### config.mk
export PLATFORM = sky130hd
export DESIGN_NAME = jtframe_prog_packer
export DESIGN_NICKNAME = d
export VERILOG_FILES = /design/src/rtl/jtframe_prog_pkg.sv /design/src/rtl/jtframe_prog_fifo.sv /design/src/rtl/jtframe_prog_packer.sv
export SDC_FILE = /design/constraint.sdc
export NUM_CORES = 1
export LEC_CHECK = 0
export BUFFER_PORTS_ARGS = -buffer_cell sky130_fd_sc_hd__clkbuf_2
export CORE_MARGIN = 4
export CORE_UTILIZATION = 56
export CTS_CLUSTER_SIZE = 8
export DETAILED_ROUTE_END_ITERATION = 6
export GPL_ROUTABILITY_DRIVEN = 0
export PLACE_DENSITY = 0.73
export RECOVER_POWER = 100
export SLEW_MARGIN = 40
export SYNTH_ARGS = -nofsm -noshare
export SYNTH_HDL_FRONTEND = slang
export SYNTH_SLANG_ARGS = --single-unit
### constraint.sdc
create_clock -name clk -period 6.7 [get_ports clk]
set_clock_uncertainty 0.2 [all_clocks]
set_input_delay 1.005 -clock clk [delete_from_list [all_inputs] [get_ports clk]]
set_output_delay 1.005 -clock clk [all_outputs]
set_load 0.01 [all_outputs]
### src/rtl/jtframe_prog_pkg.sv
// Shared definitions for the SDRAM programming packer.
//  prog_entry_t : one buffered byte, {addr[26:0], data[7:0]}
//  ENTRY_W      : width of prog_entry_t
//  MASK_LO/HI   : active-low byte enables for the low/high byte of a 16-bit word
//  bank_sel     : maps a post-header byte address to an SDRAM bank
package jtframe_prog_pkg;

   localparam int unsigned ENTRY_W = 35;

   localparam logic [1:0] MASK_LO = 2'b10;
   localparam logic [1:0] MASK_HI = 2'b01;

   typedef struct packed {
      logic [26:0] addr;
      logic [7:0]  data;
   } prog_entry_t;

   // Bank starts are ordered ba1 <= ba2 <= ba3; an all-ones start leaves the bank unused.
   function automatic logic [1:0] bank_sel(input logic [26:0] a,
                                           input logic [26:0] ba1,
                                           input logic [26:0] ba2,
                                           input logic [26:0] ba3);
      if (a >= ba3) return 2'd3;
      if (a >= ba2) return 2'd2;
      if (a >= ba1) return 2'd1;
      return 2'd0;
   endfunction

endpackage

### src/rtl/jtframe_prog_fifo.sv
// Synchronous FIFO with combinational head read.
//  clk, rst   : clock, asynchronous active-high reset (empties the FIFO)
//  push/wdata : write request and data; ignored while full
//  pop/rdata  : rdata always shows the head entry; pop advances it (ignored while empty)
//  full/empty : occupancy flags
//  level      : current occupancy, 0..2^FW
module jtframe_prog_fifo #(
   parameter int unsigned W  = 35,
   parameter int unsigned FW = 4
) (
   input  logic          clk,
   input  logic          rst,
   input  logic          push,
   input  logic [W-1:0]  wdata,
   input  logic          pop,
   output logic [W-1:0]  rdata,
   output logic          full,
   output logic          empty,
   output logic [FW:0]   level
);

   localparam int unsigned DEPTH   = 1 << FW;
   localparam logic [FW:0] DEPTH_L = (FW+1)'(DEPTH);
   localparam logic [FW:0] LVL_ONE = (FW+1)'(1);
   localparam logic [FW-1:0] PTR_ONE = FW'(1);

   logic [W-1:0]  mem [DEPTH];
   logic [FW-1:0] wr_ptr, rd_ptr;
   logic          do_push, do_pop;

   assign full    = (level == DEPTH_L);
   assign empty   = (level == '0);
   assign do_push = push & ~full;
   assign do_pop  = pop & ~empty;
   assign rdata   = mem[rd_ptr];

   always_ff @(posedge clk) begin
      if (do_push) mem[wr_ptr] <= wdata;
   end

   always_ff @(posedge clk or posedge rst) begin
      if (rst) begin
         wr_ptr <= '0;
         rd_ptr <= '0;
         level  <= '0;
      end else begin
         if (do_push) wr_ptr <= wr_ptr + PTR_ONE;
         if (do_pop)  rd_ptr <= rd_ptr + PTR_ONE;
         if (do_push && !do_pop)      level <= level + LVL_ONE;
         else if (!do_push && do_pop) level <= level - LVL_ONE;
      end
   end

endmodule

### src/rtl/jtframe_prog_packer.sv
// Turns the download byte stream into SDRAM programming writes.
//  clk, rst                 : clock, asynchronous active-high reset
//  downloading              : download window active
//  ioctl_rom_wr/addr/dout   : incoming byte strobe, 27-bit byte address, data
//  ioctl_full               : FIFO nearly full, upstream must pause
//  header_we/addr/data      : one-cycle strobe for bytes below HEADER
//  prog_we/addr/data/mask/ba: SDRAM write request, held until prog_rdy
//  prog_rdy                 : one-cycle acknowledge from the SDRAM controller
//  dwnld_busy               : data still pending
//  overflow                 : sticky, a byte was dropped on a full FIFO
module jtframe_prog_packer
   import jtframe_prog_pkg::*;
#(
   parameter int unsigned FW        = 4,
   parameter int unsigned HEADER    = 0,
   parameter logic [26:0] BA1_START = 27'h7FFFFFF,
   parameter logic [26:0] BA2_START = 27'h7FFFFFF,
   parameter logic [26:0] BA3_START = 27'h7FFFFFF
) (
   input  logic        clk,
   input  logic        rst,
   input  logic        downloading,
   input  logic        ioctl_rom_wr,
   input  logic [26:0] ioctl_addr,
   input  logic [7:0]  ioctl_dout,
   output logic        ioctl_full,
   output logic        header_we,
   output logic [7:0]  header_addr,
   output logic [7:0]  header_data,
   output logic        prog_we,
   output logic [21:0] prog_addr,
   output logic [15:0] prog_data,
   output logic [1:0]  prog_mask,
   output logic [1:0]  prog_ba,
   input  logic        prog_rdy,
   output logic        dwnld_busy,
   output logic        overflow
);

   localparam logic [1:0] ST_IDLE = 2'd0;
   localparam logic [1:0] ST_REQ  = 2'd1;
   localparam logic [1:0] ST_GAP  = 2'd2;

   localparam int unsigned DEPTH   = 1 << FW;
   localparam logic [FW:0] FULL_AT = (FW+1)'(DEPTH - 2);
   localparam logic [FW:0] LVL_ONE = (FW+1)'(1);
   localparam logic [26:0] HDR_LEN = 27'(HEADER);

   logic               is_hdr, push, pop, accept;
   logic               fifo_full, fifo_empty;
   logic [FW:0]        level, next_level;
   prog_entry_t        wr_entry, head;
   logic [ENTRY_W-1:0] head_bits;
   logic [1:0]         state, state_d, ba_sel;
   logic [22:0]        start, off;

   generate
      if (HEADER == 0) begin : g_no_hdr
         assign is_hdr = 1'b0;
      end else begin : g_hdr
         assign is_hdr = (ioctl_addr < HDR_LEN);
      end
   endgenerate

   assign push          = ioctl_rom_wr & ~is_hdr;
   assign accept        = push & ~fifo_full;
   assign pop           = (state == ST_IDLE) & ~fifo_empty;
   assign wr_entry.addr = ioctl_addr - HDR_LEN;
   assign wr_entry.data = ioctl_dout;
   assign head          = head_bits;

   jtframe_prog_fifo #(
      .W  (ENTRY_W),
      .FW (FW)
   ) u_fifo (
      .clk   (clk),
      .rst   (rst),
      .push  (push),
      .wdata (wr_entry),
      .pop   (pop),
      .rdata (head_bits),
      .full  (fifo_full),
      .empty (fifo_empty),
      .level (level)
   );

   // Occupancy after this cycle's push/pop, used by the registered flags.
   always_comb begin
      next_level = level;
      if (accept && !pop)      next_level = level + LVL_ONE;
      else if (!accept && pop) next_level = level - LVL_ONE;
   end

   // Only offset bits [22:0] reach the port, so the subtraction is kept 23 bits wide;
   // the low bits of a 27-bit difference are identical.
   assign ba_sel = bank_sel(head.addr, BA1_START, BA2_START, BA3_START);

   always_comb begin
      start = '0;
      unique case (ba_sel)
         2'd0: start = '0;
         2'd1: start = BA1_START[22:0];
         2'd2: start = BA2_START[22:0];
         2'd3: start = BA3_START[22:0];
         default: start = '0;
      endcase
   end

   assign off = head.addr[22:0] - start;

   always_comb begin
      state_d = state;
      case (state)
         ST_IDLE: if (!fifo_empty) state_d = ST_REQ;
         ST_REQ:  if (prog_rdy) state_d = ST_GAP;
         ST_GAP:  state_d = ST_IDLE;
         default: state_d = ST_IDLE;
      endcase
   end

   always_ff @(posedge clk or posedge rst) begin
      if (rst) begin
         state       <= ST_IDLE;
         prog_we     <= 1'b0;
         prog_addr   <= '0;
         prog_data   <= '0;
         prog_mask   <= '0;
         prog_ba     <= '0;
         header_we   <= 1'b0;
         header_addr <= '0;
         header_data <= '0;
         ioctl_full  <= 1'b0;
         dwnld_busy  <= 1'b0;
         overflow    <= 1'b0;
      end else begin
         state <= state_d;

         if (pop) begin
            prog_we   <= 1'b1;
            prog_addr <= off[22:1];
            prog_data <= {head.data, head.data};
            prog_mask <= off[0] ? MASK_HI : MASK_LO;
            prog_ba   <= ba_sel;
         end else if (state == ST_REQ && prog_rdy) begin
            prog_we <= 1'b0;
         end

         header_we <= ioctl_rom_wr & is_hdr;
         if (ioctl_rom_wr && is_hdr) begin
            header_addr <= ioctl_addr[7:0];
            header_data <= ioctl_dout;
         end

         ioctl_full <= (next_level >= FULL_AT);
         // Built from next-state values so busy drops in the first idle cycle after GAP.
         dwnld_busy <= downloading | (next_level != '0) | (state_d != ST_IDLE);
         if (push && fifo_full) overflow <= 1'b1;
      end
   end

endmodule

After elaboration in Yosys (flattened, before gate mapping) --
Memories as Yosys holds them, arrays and structs flattened. Index checks and enable logic that the tools add are counted.
Word-level totals: bits in registers 61, memory bits (writable) 560, bits of input ports 40, logic and storage cells 72, memories 1
Cells by class: $add $sub $neg 5, order comparisons 2, eq/ne operators 5, muxes and demuxes 23, bitwise operators 7, reductions and logical operators 17
Memories:
- u_fifo.mem | words 16, width 35, read ports 1, clocked after memory_dff 0, wr ports 1, RTL line jtframe_prog_fifo.sv:27 | logic [W-1:0] mem [DEPTH];
Operators with widths (count):
- $pmux W23 S2 | 1
- $ge A27 B27 Y1 const B | 1
- $sub A23 B23 Y23 | 1
- $mux W5 | 4
- $mux W2 | 9
- $add A4 B1 Y4 const B | 2
- $mux W1 | 8
- $logic_and A1 B1 Y1 | 6
- $reduce_bool A2 Y1 | 3
- $add A5 B1 Y5 const B | 1
- $eq A5 B5 Y1 const B | 1
- $ge A5 B4 Y1 const B | 1
- $logic_not A5 Y1 | 1
- $reduce_bool A5 Y1 | 1
- $sub A5 B1 Y5 const B | 1
- $eq A2 B1 Y1 const B | 2
- $eq A2 B2 Y1 const B | 2
- $logic_not A2 Y1 | 2
- $pmux W2 S2 | 1
- $and A1 B1 Y1 | 3
- $logic_not A1 Y1 | 3
- $reduce_or A3 Y1 | 1
- $not A1 Y1 | 2
- $or A1 B1 Y1 | 2

Logic depth before layout (Yosys ltp) --
Gate-level depths: netlist of run 1. An unclocked memory read counts as a cell.
word-level depth 14, depth in mapped cells 21, mapped depth without buffers 17

Hierarchy --
Synthesis of run 1 repeated with hierarchy kept, for this count alone.
Unflattened totals: cells, all modules 1434, area total of the unflattened synthesis 25151.6 µm²
Modules (own cells, without submodules):
- jtframe_prog_fifo | times used 1, cells an instance 1097, area each 22185.0 µm², seq. area each 17141.4 µm²
- jtframe_prog_packer | times used 1, cells an instance 337, area each 2966.6 µm², seq. area each 975.9 µm²

Least setup slack after synthesis of run 1 --
No wires, ideal clock.
path kind input -> register, from input ioctl_rom_wr, to memory u_fifo.mem[3][0] (enable), library setup time 0.471 ns, data arrival time 4.186 ns, data required time 6.029 ns, path slack 1.843 ns, cell stages on the path 4, path buffers 0, path through inv_1 > a31oi_1 > nand2_1 > nor3_1
On the way: longest elaborated chain between the ends 3
RTL lines:
- from (decl) | RTL line jtframe_prog_packer.sv:23 | input logic ioctl_rom_wr,
- $and A1 B1 Y1
- named net accept | RTL line jtframe_prog_packer.sv:49 | logic is_hdr, push, pop, accept;
- $mux W1 | RTL line jtframe_prog_fifo.sv:38 | if (do_push) mem[wr_ptr] <= wdata;
- $mux W1 (implied by the code) | RTL line jtframe_prog_fifo.sv:38
- to (decl) | RTL line jtframe_prog_fifo.sv:27
The timed path passes the listed nets, and every way through them passes these cells.

Worst setup path after layout of run 1 --
from register u_fifo.rd_ptr[0], to register prog_addr[21]
On the way: longest elaborated chain between the ends 11
RTL lines:
- from (decl) | RTL line jtframe_prog_fifo.sv:28 | logic [FW-1:0] wr_ptr, rd_ptr;
- from (signal assigned) | RTL line jtframe_prog_fifo.sv:48 | if (do_pop) rd_ptr <= rd_ptr + PTR_ONE;
- $mem_v2 Z16 W35 (*)
- $ge A27 B27 Y1 | RTL line jtframe_prog_pkg.sv:23, jtframe_prog_pkg.sv:24, jtframe_prog_pkg.sv:25
- $mux W2 | RTL line jtframe_prog_pkg.sv:24 | if (a >= ba2) return 2'd2;
- $mux W2 | RTL line jtframe_prog_pkg.sv:25 | if (a >= ba1) return 2'd1;
- $mux W2 | RTL line jtframe_prog_pkg.sv:26 | return 2'd0;
- $mux W2 | RTL line jtframe_prog_pkg.sv:25
- $mux W2 | RTL line jtframe_prog_pkg.sv:24
- $eq A2 B2 Y1 or $eq A2 B1 Y1 (tied branches) | RTL line jtframe_prog_packer.sv:100 | unique case (ba_sel)
- $reduce_or A3 Y1 (no line)
- $pmux W23 S2 | RTL line jtframe_prog_packer.sv:100
- $sub A23 B23 Y23 (*) | RTL line jtframe_prog_packer.sv:109 | assign off = head.addr[22:0] - start;
- to (signal assigned) | RTL line jtframe_prog_packer.sv:140 | prog_addr <= off[22:1];
- to (decl) | RTL line jtframe_prog_packer.sv:31 | output logic [21:0] prog_addr,
Every way passes the cells marked *; elsewhere a longest branch is shown, timed or not. A chain may end at the register's enable or synchronous reset.

==> results of run 1 <==
placed cells by master (no fill, tap or decap), types with 7 or more instances in the layout:
master,instances
nand4_1,21
xor2_1,18
a21o_1,7
a22oi_1,40
nor2_1,36
mux4_2,94
nor3_1,16
conb_1,18
nand2b_1,7
o21ai_0,47
dfrtp_1,50
a21oi_1,25
inv_1,12
buf_4,12
ha_1,30
mux2i_1,33
mux4_1,20
edfxtp_1,560
nand3_1,14
o221ai_1,24
clkbuf_16,86
nand2_1,102
clkbuf_1,136
xnor2_1,16
where the power goes:
part | internal, uW | total, uW | switching [uW]
logic | 1810 | 4570 | 2750
clock network | 2350 | 3820 | 1460
registers | 4730 | 5060 | 333
total | 8890 | 13400 | 4550
metrics by stage:
step	setup slack, ps	instances	cell area (um2)	power [uW]
3_5_place_dp	996	1959	25800	9700
3_3_place_gp	1110	1953	25700	9560
5_1_grt	146	2082	27800	14100
4_1_cts	882	2081	28200	13500
6_report	658	2082	27800	13400
2_1_floorplan	1840	1338	24700	8340
per-layer routing:
layer  wire length (um)  part of all wire (%)
met5                 31                 0.056
met2              26700                    48
met3               4930                   8.8
met4               1350                   2.4
met1              22800                    41
cell families after synthesis:
logic type / share of synthesized area [%]
buf+inv: 2.60
flops: 73.5
simple gates: 3.89
mux: 12.1
fa+ha+maj: 1.60
other cells: 0.0152
compound gates: 5.03
xor+xnor: 1.21
worst min path at each step:
stage / from / end / slack, ps / depth (start not counted)
2_1_floorplan: overflow / overflow / 300 / 1
3_3_place_gp: overflow / overflow / 250 / 1
3_5_place_dp: prog_addr[8] / prog_addr[8] / 260 / 2
4_1_cts: prog_addr[8] / prog_addr[8] / 270 / 2
5_1_grt: overflow / overflow / 310 / 1
6_report: prog_addr[8] / prog_addr[8] / 280 / 2
registers in the layout, summed over array words and instances, names as in the netlist:
| register | count |
|---|---|
| state | 2 |
| prog_we | 1 |
| u_fifo.rd_ptr | 4 |
| prog_addr | 22 |
| ioctl_full | 1 |
| u_fifo.wr_ptr | 4 |
| prog_ba | 1 |
| dwnld_busy | 1 |
| overflow | 1 |
| prog_mask | 2 |
| prog_data | 8 |
| u_fifo.level | 5 |
| u_fifo.mem | 560 |
layout make-up:
type	count	area, um2	area share (%)
clock buffer	116	2260	8.15
clock inverter	6	81.3	0.293
inverter	15	56.3	0.203
multi-input combinational	622	5960	21.5
sequential	612	18100	65.2
tap	585	732	2.63
timing repair buffer	126	579	2.08
worst max-delay path, stage by stage (launching register included):
cell and delay (ps):
dfrtp_4 900, buf_4 400, mux4_2 270, a22oi_1 90, nand2_1 230, nand2_1 120, nor4_2 430, nand3_2 560
ha_1 620, a2111oi_0 430, nor3_1 80, o21ai_1 170, a21oi_1 140, o41ai_1 630, nor3_1 100, and3_1 320
nor3_1 220
==> key figures, run 1 <==
Clock network
  – CTS tree: built
  – Cts bufs inserted: 86
  – # hold bufs at CTS: 0
  – Number of H-tree levels: 3
  – Worst-Skew Late Latency: 590 ps
  – Setup repair bufs after CTS: 0
  – Post-CTS Resized: 0
  – # clock sinks: 612
  – Root Buffer: clkbuf_16
  – Worst-path clk slew: 60 ps
  – Clock Path Buffers: 3

Detailed routing
  – DR WL/cell: 26.8 um
  – Initial DRC Count: 1626
  – Routed WL: 55800 um
  – Vias per cell: 6.27
  – Via count: 13063
  – 1st-pass router iterations: 6
  – Routed Antenna Nets: 0
  – Drt drc: 0

STA
  – Unrepaired setup endpoints after global routing: no
  – Final hold slack: 275 ps
  – Tmin final: 6040 ps
  – Final Setup Violations: 0
  – Crit share post-route: 90.2%
  – Fin Setup TNS: 0 ps
  – Worst slew margin: -108%
  – Endpoints failing hold: 0
  – Slew Limit Fails: 499
  – Peak Freq: 166 MHz
  – Least-Margin Pin Slew: 3110 ps

Worst hold path
  – Min-delay worst type: reg -> reg

Synth
  – Synthesized instance count: 1321
  – Synthesized flop and latch total: 612
  – Syn avg cell area: 18.7 um2
  – Yosys top cell area share: 68.3%
  – Share of synthesized registers carrying an async set or reset: 8.50%
  – Synth area leaders: edfxtp_1 (68%), mux4_2 (8.6%), dfrtp_1 (5.3%), mux4_1 (2.1%), nand2_1 (1.6%)
  – Top-count cell post-synth: edfxtp_1
  – Top post-synthesis cells by count: edfxtp_1 (560), nand2_1 (102), mux4_2 (94), dfrtp_1 (52), o21ai_0 (48)
  – Cell variety after synth: 61
  – Synth area leader: edfxtp_1
  – Register area share after synthesis: 73.5%
  – Post-synth EDFFs: 560
  – Ys Warns: 0
  – Synth Cell Area: 24600 um2
  – Top_reg_cell synth: edfxtp_1

Critical path
  – RR Endpoint: prog_addr[21]
  – Crit path capture: prog_addr[21]
  – Worst r2r src: u_fifo.rd_ptr[0]
  – CP Capture Type: flip-flop
  – Crit path max fanout: 37
  – Setup crit start: u_fifo.rd_ptr[0]
  – Critical path class: reg -> reg
  – Worst r2r path cells: 16
  – Worst Path Arrival: 6350 ps
  – Startpoint types: flip-flop
  – Worst EP required: 7010 ps
  – Flop-to-flop setup slack: 660 ps

Global routing
  – M1 GR Usage: 34.3%
  – First-pass GRT wire length: 83000 um
  – GR peak layer: met2
  – GRT Total Usage: 23.7%
  – Vias in the first global route: 13027
  – Largest net degree at the start of global routing: 69
  – GRT overflow: 0
  – Grt met3 use: 5.32%
  – Initial antenna violation count: 2
  – M2 GR Usage: 37.2%

Floorplan
  – Core Region: 43300 um2
  – Num rows: 76
  – Initial Utilization: 56.9%
  – Die W: 218 um
  – I/O Pins: 103
  – Die height: 218 um
  – Die area: 47400 um2

Placed design
  – Count of input and output buffers: 85
  – DP HPWL: 31100 um

Status
  – Status: finished, violations left
  – Violated checks: capacitance limit, slew limit

Power and ir drop
  – Pwr Density: 483 nW/um2
  – Peak VDD IR: 0.270 mV
  – Pleak: 0.00928 uW

Final layout
  – Area grow syn2layout: 12.8%
  – Final Core Density: 64.3%
  – Share of layout cells above drive strength 1: 14.6%
  – Nets: 1534
  – Diodes inserted: 0
  – Layout fillers: 2962

Flow run
  – Max-Cap Viols: 17
Power figures use the tool's default switching activity.
==> inputs of run 2 (changes only) <==
CORE_MARGIN = not set   (was 4)
==> key figures, run 2 (synthesis results as in run 1) <==
Status
  – Status: finished, violations left
  – Violated checks: capacitance limit, slew limit

Floorplan
  – Initial Utilization: 56.9%
  – Num rows: 76
  – Die W: 212 um
  – Core Region: 43300 um2
  – Die height: 212 um
  – I/O Pins: 103
  – Die area: 44800 um2

Critical path
  – Crit path max fanout: 39
  – Critical path class: reg -> reg
  – Worst path bufs/invs: 1
  – RR Endpoint: prog_addr[21]
  – Largest stage delay, worst path: 940 ps
  – Cell family with most CP delay: compound AO/OA/AOI/OAI gates
  – Worst r2r src: u_fifo.rd_ptr[0]
  – Critical path's slowest cell: dfrtp_4
  – Worst r2r path cells: 16
  – Flop-to-flop setup slack: 490 ps
  – CP Capture Type: flip-flop
  – Startpoint types: flip-flop
  – Worst Path Arrival: 6510 ps
  – CP Cell Sequence: buf_4, mux4_1, a22oi_1, nand2_1, nand4_1, nor4_1, nand3_2, ha_1, a2111oi_0, nor3_1, o21ai_1, a21oi_1, o41ai_1, nor3b_1, o31a_1, nor3_2
  – Worst EP required: 7000 ps

Final layout
  – Post-route cell area: 28000 um2
  – Post-route insts no fill: 2099
  – Nets: 1534
  – Commonest cells after routing, fill and taps aside: edfxtp_1 (560), clkbuf_1 (147), nand2_1 (102), mux4_2 (94), clkbuf_16 (90)
  – Area grow syn2layout: 13.5%
  – Biggest regs: u_fifo.mem: 560 flops, prog_addr: 22 flops, prog_data: 8 flops
  – Max reg flops: 560
  – Share of layout cells above drive strength 1: 15.0%
  – Largest Register: u_fifo.mem
  – Commonest non-fill, non-tap cell in the layout: edfxtp_1
  – Layout fillers: 2887

Global routing
  – GRT overflow: 0
  – First-pass GRT wire length: 80700 um
  – Largest net degree at the start of global routing: 69
  – Vias in the first global route: 13046
  – GRT Total Usage: 25.1%
  – Initial antenna violation count: 1

Placed design
  – Placed Cells: 1960
  – DP HPWL: 30000 um
  – Count of input and output buffers: 85
  – Dpl cell area: 25700 um2

STA
  – Peak Freq: 161 MHz
  – Least-Margin Pin Slew: 3130 ps
  – Crit share post-route: 92.7%
  – Tmin final: 6210 ps
  – Unrepaired setup endpoints after global routing: no
  – Fin Setup TNS: 0 ps
  – Endpoints failing hold: 0
  – Worst slew margin: -109%
  – Slew Limit Fails: 601
  – Final Setup Violations: 0

Clock network
  – Worst-Skew Late Latency: 610 ps
  – Number of H-tree levels: 3
  – Cts bufs inserted: 86
  – Worst-path clk slew: 50 ps
  – Root Buffer: clkbuf_16
  – Setup repair bufs after CTS: 0
  – Post-CTS Resized: 0
  – Clock Path Buffers: 3
  – CTS tree: built
  – # hold bufs at CTS: 0
  – # clock sinks: 612

Detailed routing
  – Via count: 13009
  – Drt drc: 0
  – Routed Antenna Nets: 0
  – Routed WL: 54400 um
  – DR WL/cell: 25.9 um
  – Vias per cell: 6.20
  – 1st-pass router iterations: 6
  – Initial DRC Count: 1321

Power and ir drop
  – Peak VDD IR: 0.317 mV
  – Pwr Density: 486 nW/um2
  – Pleak: 0.00934 uW

Worst hold path
  – Min-delay worst type: reg -> reg
  – Hold Path End: overflow
  – Hold path start: overflow
  – Hold Path Stages: 1

Flow run
  – Max-Cap Viols: 25
## run 2: per-layer routing
layer  global-route usage (%)  part of all wire [%]  routed length (um)
met5                        0                     0                   0
met4                     9.82                   3.0                1620
met3                     5.00                   8.2                4450
met2                     38.7                    47               25500
met1                     35.8                    42               22800
## run 2: where the power goes
group / internal [uW] / switching (uW)
sequential: 4720 / 326
clock: 2480 / 1500
combinational: 1830 / 2750
total: 9030 / 4570
## run 2: area by class of cell
| cell class | count | area, um2 | area share (%) |
|---|---|---|---|
| repair buffers | 126 | 574 | 2.05 |
| clock buffers | 134 | 2420 | 8.65 |
| multi-input cells | 622 | 5980 | 21.4 |
| diodes | 1 | 2.50 | 0.00895 |
| flip-flops and latches | 612 | 18100 | 64.8 |
| well taps | 585 | 732 | 2.62 |
| clock inverters | 4 | 63.8 | 0.228 |
| inverters | 15 | 56.3 | 0.201 |
## run 2: how the worst max path moves through the flow
stage                                   to  depth (start not counted)  slack, ps        startpoint
after floorplan           u_fifo.mem[3][0]                          4       1840      ioctl_rom_wr
after global placement       prog_addr[21]                         16        950  u_fifo.rd_ptr[0]
after detailed placement     prog_addr[21]                         16        860  u_fifo.rd_ptr[0]
after CTS                    prog_addr[21]                         16        790  u_fifo.rd_ptr[0]
after global routing         prog_addr[21]                         16        220  u_fifo.rd_ptr[0]
final                        prog_addr[21]                         16        490  u_fifo.rd_ptr[0]
## run 2: per-stage QoR
step	setup WS [ps]	utilization, %	power, uW	hold slack [ps]
floorplan	1840	-	8340	303
global placement	945	59.5	9590	248
detailed placement	862	59.5	9690	274
CTS	792	65.2	13700	283
global route	223	64.6	14200	299
finish	490	64.6	13600	279
